[src/rtl/dnn_batch_sched.sv]
// dnn_batch_sched: walks a batch of images through a sigmoid inference
// engine, then picks the top class of each result with a serial argmax.
module dnn_batch_sched #(
  parameter int          CNT_WIDTH      = 8,
  parameter logic [19:0] TIMEOUT_CYCLES = 20'd200000
) (
  input  logic                 clk,
  input  logic                 rst,
  input  logic                 cmd_valid,
  output logic                 cmd_ready,
  input  logic [CNT_WIDTH-1:0] cmd_count,
  output logic                 img_req,
  input  logic                 img_ack,
  output logic [CNT_WIDTH-1:0] img_index,
  output logic                 eng_reset,
  output logic                 eng_start,
  input  logic                 eng_done,
  input  logic [39:0]          eng_out,
  output logic                 res_valid,
  input  logic                 res_ready,
  output logic [3:0]           res_class,
  output logic [3:0]           res_score,
  output logic [CNT_WIDTH-1:0] res_index,
  output logic                 res_err,
  output logic                 busy,
  output logic                 batch_done
);

  typedef enum logic [2:0] {
    IDLE, LOAD, ENG_RST, ENG_START,
    WAIT_DONE, ARGMAX, RESULT
  } state_t;

  state_t               state_q, state_d;
  logic [CNT_WIDTH-1:0] cnt_q, cnt_d;
  logic [CNT_WIDTH-1:0] idx_q, idx_d;
  logic [19:0]          tmo_q, tmo_d;
  logic [39:0]          outs_q, outs_d;
  logic [3:0]           best_q, best_d;
  logic [3:0]           bidx_q, bidx_d;
  logic [3:0]           ai_q, ai_d;
  logic [3:0]           cls_q, cls_d;
  logic [3:0]           score_q, score_d;
  logic                 err_q, err_d;
  logic                 bdone_q, bdone_d;
  logic                 tmo_hit;
  logic [3:0]           cur;
  logic                 win;

  always_ff @(posedge clk) begin
    if (rst) begin
      state_q <= IDLE;
      cnt_q   <= '0;
      idx_q   <= '0;
      tmo_q   <= '0;
      outs_q  <= '0;
      best_q  <= '0;
      bidx_q  <= '0;
      ai_q    <= '0;
      cls_q   <= '0;
      score_q <= '0;
      err_q   <= 1'b0;
      bdone_q <= 1'b0;
    end else begin
      state_q <= state_d;
      cnt_q   <= cnt_d;
      idx_q   <= idx_d;
      tmo_q   <= tmo_d;
      outs_q  <= outs_d;
      best_q  <= best_d;
      bidx_q  <= bidx_d;
      ai_q    <= ai_d;
      cls_q   <= cls_d;
      score_q <= score_d;
      err_q   <= err_d;
      bdone_q <= bdone_d;
    end
  end

  always_comb begin
    state_d = state_q;
    cnt_d   = cnt_q;
    idx_d   = idx_q;
    tmo_d   = '0;
    outs_d  = outs_q;
    best_d  = best_q;
    bidx_d  = bidx_q;
    ai_d    = ai_q;
    cls_d   = cls_q;
    score_d = score_q;
    err_d   = err_q;
    bdone_d = 1'b0;
    tmo_hit = 1'b0;
    cur     = outs_q[{ai_q, 2'b00} +: 4];
    win     = $signed(cur) > $signed(best_q);
    unique case (state_q)
      IDLE: begin
        if (cmd_valid) begin
          cnt_d = cmd_count;
          idx_d = '0;
          if (cmd_count == '0) bdone_d = 1'b1;
          else state_d = LOAD;
        end
      end
      LOAD:      if (img_ack) state_d = ENG_RST;
      ENG_RST:   state_d = ENG_START;
      ENG_START: state_d = WAIT_DONE;
      WAIT_DONE: begin
        tmo_d = tmo_q + 20'd1;
        if (eng_done) begin
          outs_d  = eng_out;
          best_d  = eng_out[3:0];
          bidx_d  = 4'd0;
          ai_d    = 4'd1;
          state_d = ARGMAX;
        end else if (tmo_q == TIMEOUT_CYCLES - 20'd1) begin
          // engine is kicked back to a clean state as we give up
          tmo_hit = 1'b1;
          cls_d   = 4'hF;
          score_d = 4'd0;
          err_d   = 1'b1;
          state_d = RESULT;
        end
      end
      ARGMAX: begin
        if (win) begin
          best_d = cur;
          bidx_d = ai_q;
        end
        ai_d = ai_q + 4'd1;
        if (ai_q == 4'd9) begin
          cls_d   = win ? ai_q : bidx_q;
          score_d = win ? cur : best_q;
          err_d   = 1'b0;
          state_d = RESULT;
        end
      end
      RESULT: begin
        if (res_ready) begin
          if (idx_q == cnt_q - CNT_WIDTH'(1)) begin
            bdone_d = 1'b1;
            state_d = IDLE;
          end else begin
            idx_d   = idx_q + CNT_WIDTH'(1);
            state_d = LOAD;
          end
        end
      end
      default: state_d = IDLE;
    endcase
  end

  assign cmd_ready  = (state_q == IDLE);
  assign busy       = (state_q != IDLE);
  assign img_req    = (state_q == LOAD);
  assign img_index  = idx_q;
  assign eng_reset  = !rst &&
                      ((state_q == ENG_RST) || tmo_hit);
  assign eng_start  = (state_q == ENG_START);
  assign res_valid  = (state_q == RESULT);
  assign res_class  = cls_q;
  assign res_score  = score_q;
  assign res_index  = idx_q;
  assign res_err    = err_q;
  assign batch_done = bdone_q;

endmodule

[config.mk]
export PLATFORM = sky130hd
export DESIGN_NAME = dnn_batch_sched
export DESIGN_NICKNAME = d
export VERILOG_FILES = /design/src/rtl/dnn_batch_sched.sv
export SDC_FILE = /design/constraint.sdc
export NUM_CORES = 1
export LEC_CHECK = 0
export BUFFER_PORTS_ARGS = -buffer_cell sky130_fd_sc_hd__buf_2
export CORE_MARGIN = 1.5
export CORE_UTILIZATION = 40
export CTS_CLUSTER_DIAMETER = 80
export DETAILED_ROUTE_END_ITERATION = 16
export PLACE_DENSITY_LB_ADDON = 0.25
export SYNTH_ARGS = -nofsm -noshare
export SYNTH_HDL_FRONTEND = slang
export SYNTH_SLANG_ARGS = --single-unit
[constraint.sdc]
create_clock -name clk -period 5.8 [get_ports clk]
set_input_delay 0.58 -clock clk [delete_from_list [all_inputs] [get_ports clk]]
set_output_delay 0.58 -clock clk [all_outputs]
set_load 0.05 [all_outputs]
==> flow_summary.json <==
{
  "grt_pass1_vias": 3967,
  "synth-compound-area-share_pct": 15.9,
  "diodes": 0,
  "grt_first_pass_wirelength_um": 19400,
  "max_stage_delay_ns": 0.53,
  "ant_nets": 0,
  "yosys_warnings": 0,
  "endpoint_kind": "flip-flop",
  "hp-start": "eng_out[26]",
  "port_buffers": 85,
  "synthXorXnorAreaFrac_pct": 5.25,
  "leakagePower_uw": 0.00209,
  "io_pins": 86,
  "cts_sinks": 101,
  "p_per_area_mw_per_mm2": 276,
  "yosys_most_used_dff": "dfxtp_1",
  "async_reset_ff_share_pct": 0,
  "drtIter0Drc": 250,
  "required_ns": 6.05,
  "viasPerCell": 5.25,
  "instances_no_fill": 796,
  "drv_slew": 0,
  "grt_use_total_pct": 18.8,
  "cts_buffers": 9,
  "die_area_mm2": 0.0128,
  "drc": 0,
  "worstSetupPathType": "reg -> reg",
  "post_cts_buffers": 0,
  "synth_cell_types": 56,
  "core-area_mm2": 0.0116,
  "critPathSlowestCell": "dfxtp_1",
  "cts_buffer_depth": 2,
  "finalWirelength_um": 11400,
  "dr.pass1.iters": 4,
  "nNetsFinal": 711,
  "place_congestion": 0.869,
  "synth_top_family_by_area": "simple AND/OR/NAND/NOR gates",
  "setup_viol": 0,
  "row_count": 39,
  "fin_hold_ws_ns": 0.456,
  "peakVddDrop_mv": 0.141,
  "worst_pin_slew_ns": 0.954,
  "fill_cells": 1154,
  "syn2layout_area_growth_pct": 15.3,
  "netlist_instances": 587,
  "skew_ns": 0.00947,
  "cp_num_buf_inv": 1,
  "cts.htree.levels": 3,
  "cp-start-kind": "flip-flop",
  "finalCritPeriodShare_pct": 64.6,
  "cpLargestDelayFamily": "multiplexers",
  "synth_edf_count": 0,
  "grt_max_degree": 75,
  "start_util_pct": 41.6,
  "ys_ff_latch": 101,
  "hold_viol": 0,
  "fp.dieH_um": 113,
  "hold_buffers": 0,
  "relSlewSlack_pct": 35.9,
  "pre_cts_ws_ns": 2.07,
  "yosys.area_share.simple_pct": 22.9,
  "netlist_area_mm2": 0.00483,
  "clk-insertion-delay-late_ns": 0.35,
  "antenna_found_initial": 1,
  "fmax_ghz": 0.267,
  "overflow": 0,
  "worstHoldPathType": "in -> reg",
  "cts.reportedPaths.clkPinSlew_ns": 0.07,
  "die_x_um": 113,
  "run_status": "finished, final reports clean",
  "wire_per_inst_um": 14.3,
  "dpl.hpwl_um": 8190,
  "avgSynthCellArea_um2": 8.23,
  "synth_fa_ha_area_share_pct": 2.33,
  "vias": 4178,
  "cp_cell_sequence": "buf_4, mux4_2, nand2_1, a21oi_1, ha_1, nor2b_1, o21a_1, o311a_1, nor2_1, mux2_2, a22o_1",
  "crit_start": "ai_q[0]",
  "clock-root-buffer": "clkbuf_16",
  "fin_setup_tns_ns": 0,
  "critPathMaxFanout": 13,
  "fin_ws_ns": 2.05,
  "ys_seq_area_share_pct": 41.8,
  "dp_cells": 780,
  "cts_tree": "done",
  "r2r-start": "ai_q[0]",
  "critical_path_arrival_ns": 3.99,
  "fin_crit_ns": 3.75,
  "final_util_pct": 48.0,
  "cts-resized-gates": 0,
  "rsz0062_at_grt": "no",
  "synth_mux_area_share_pct": 5.98,
  "cap_viol_max_count": 0,
  "syn_nets": 650,
  "drive_gt1_share_pct": 19.3
}
layout make-up:
cell class / instances / area [µm²] / area share, %
timing repair buffer: 88 / 448 / 8.04
sequential: 101 / 2020 / 36.3
inverter: 26 / 97.6 / 1.75
clock buffer: 10 / 239 / 4.29
multi-input combinational: 422 / 2530 / 45.5
clock inverter: 6 / 51.3 / 0.921
tap: 143 / 179 / 3.21
where the power goes:
part,internal (µW),switching [µW],total (µW)
clock,311,277,588
sequential,710,23.7,734
combinational,76.7,140,217
cells in the final DEF (no fill, tap or decap), types with 4 or more instances in the layout:
master,count
nand2_1,121
dfxtp_1,101
buf_2,85
a21oi_1,67
nor2_1,49
inv_1,26
nand3_1,15
xor2_1,15
xnor2_1,14
or3_1,11
o21ai_0,10
a221oi_1,9
ha_1,9
clkbuf_16,9
nor3_1,8
mux4_2,8
mux2_2,7
and3_1,6
a22oi_1,6
nor4_1,5
and2_1,4
nand4_1,4
nand2b_1,4
tightest hold or removal path, cell delays in order:
cell and delay (ns):
buf_2 0.09, nand2_1 0.04, a21oi_1 0.05
kinds of logic (layout without fill, tap and decap cells):
family,after synthesis,after routing
flops,101,101
simple gates,245,245
fa+ha+maj,9,9
xor+xnor,29,29
compound gates,121,121
buf+inv,64,130
mux,18,18
sequential cells by signal, indices dropped and copies added (netlist names):
register    count
ai_q            4
batch_done      1
best_q          4
bidx_q          4
cnt_q           8
img_index       8
outs_q         40
res_class       4
res_err         1
res_score       4
state_q         3
tmo_q          20
metrics by stage:
step                      cell area, µm²  total power [µW]
final                               5570              1540
after detailed placement            5280               966
after CTS                           5570              1550
after floorplan                     4830               906
after global placement              5280               961
after global routing                5570              1610
path summary, 6_finish.rpt:
kind	end	slack, ns	cells after the start
setup / recovery	res_score[1]	2.05	11
hold / removal	outs_q[26]	0.46	3
setup reg to reg	res_score[1]	2.05	11
hold reg to reg	outs_q[19]	0.46	2
cells in the mapped netlist (2+ instances only):
library cell,number,share of area (%)
a211oi_1,3,0.47
a21oi_1,67,6.9
a221oi_1,9,1.6
a222oi_1,3,0.62
a22o_1,3,0.54
a22oi_1,6,0.93
a31oi_1,2,0.26
and2_1,4,0.52
and3_1,6,0.78
buf_1,2,0.16
buf_4,8,1.2
clkbuf_1,26,2.0
dfxtp_1,101,42
ha_1,9,2.3
inv_1,26,2.0
mux2_2,7,1.6
mux2i_1,3,0.62
mux4_2,8,3.7
nand2_1,121,9.4
nand2b_1,4,0.52
nand3_1,15,1.6
nand3b_1,3,0.47
nand4_1,4,0.52
nor2_1,50,3.9
nor2b_1,3,0.39
nor3_1,8,0.83
nor3b_1,2,0.31
nor4_1,5,0.65
o2111ai_1,2,0.36
o21a_1,2,0.31
o21ai_0,10,1.0
o22ai_1,2,0.26
o31ai_1,2,0.31
or2_2,2,0.26
or3_1,11,1.4
xnor2_1,14,2.5
xor2_1,15,2.7
layer usage:
metal / GRT usage [%] / up-vias / part of all wire (%)
met1: 27.0 / 1938 / 50
met2: 27.8 / 70 / 45
met5: 0 / - / 0
met3: 4.71 / 11 / 4.4
met4: 5.75 / 0 / 1.2
li1: - / 2159 / -
Note: power is estimated with default switching activity, not from simulation.
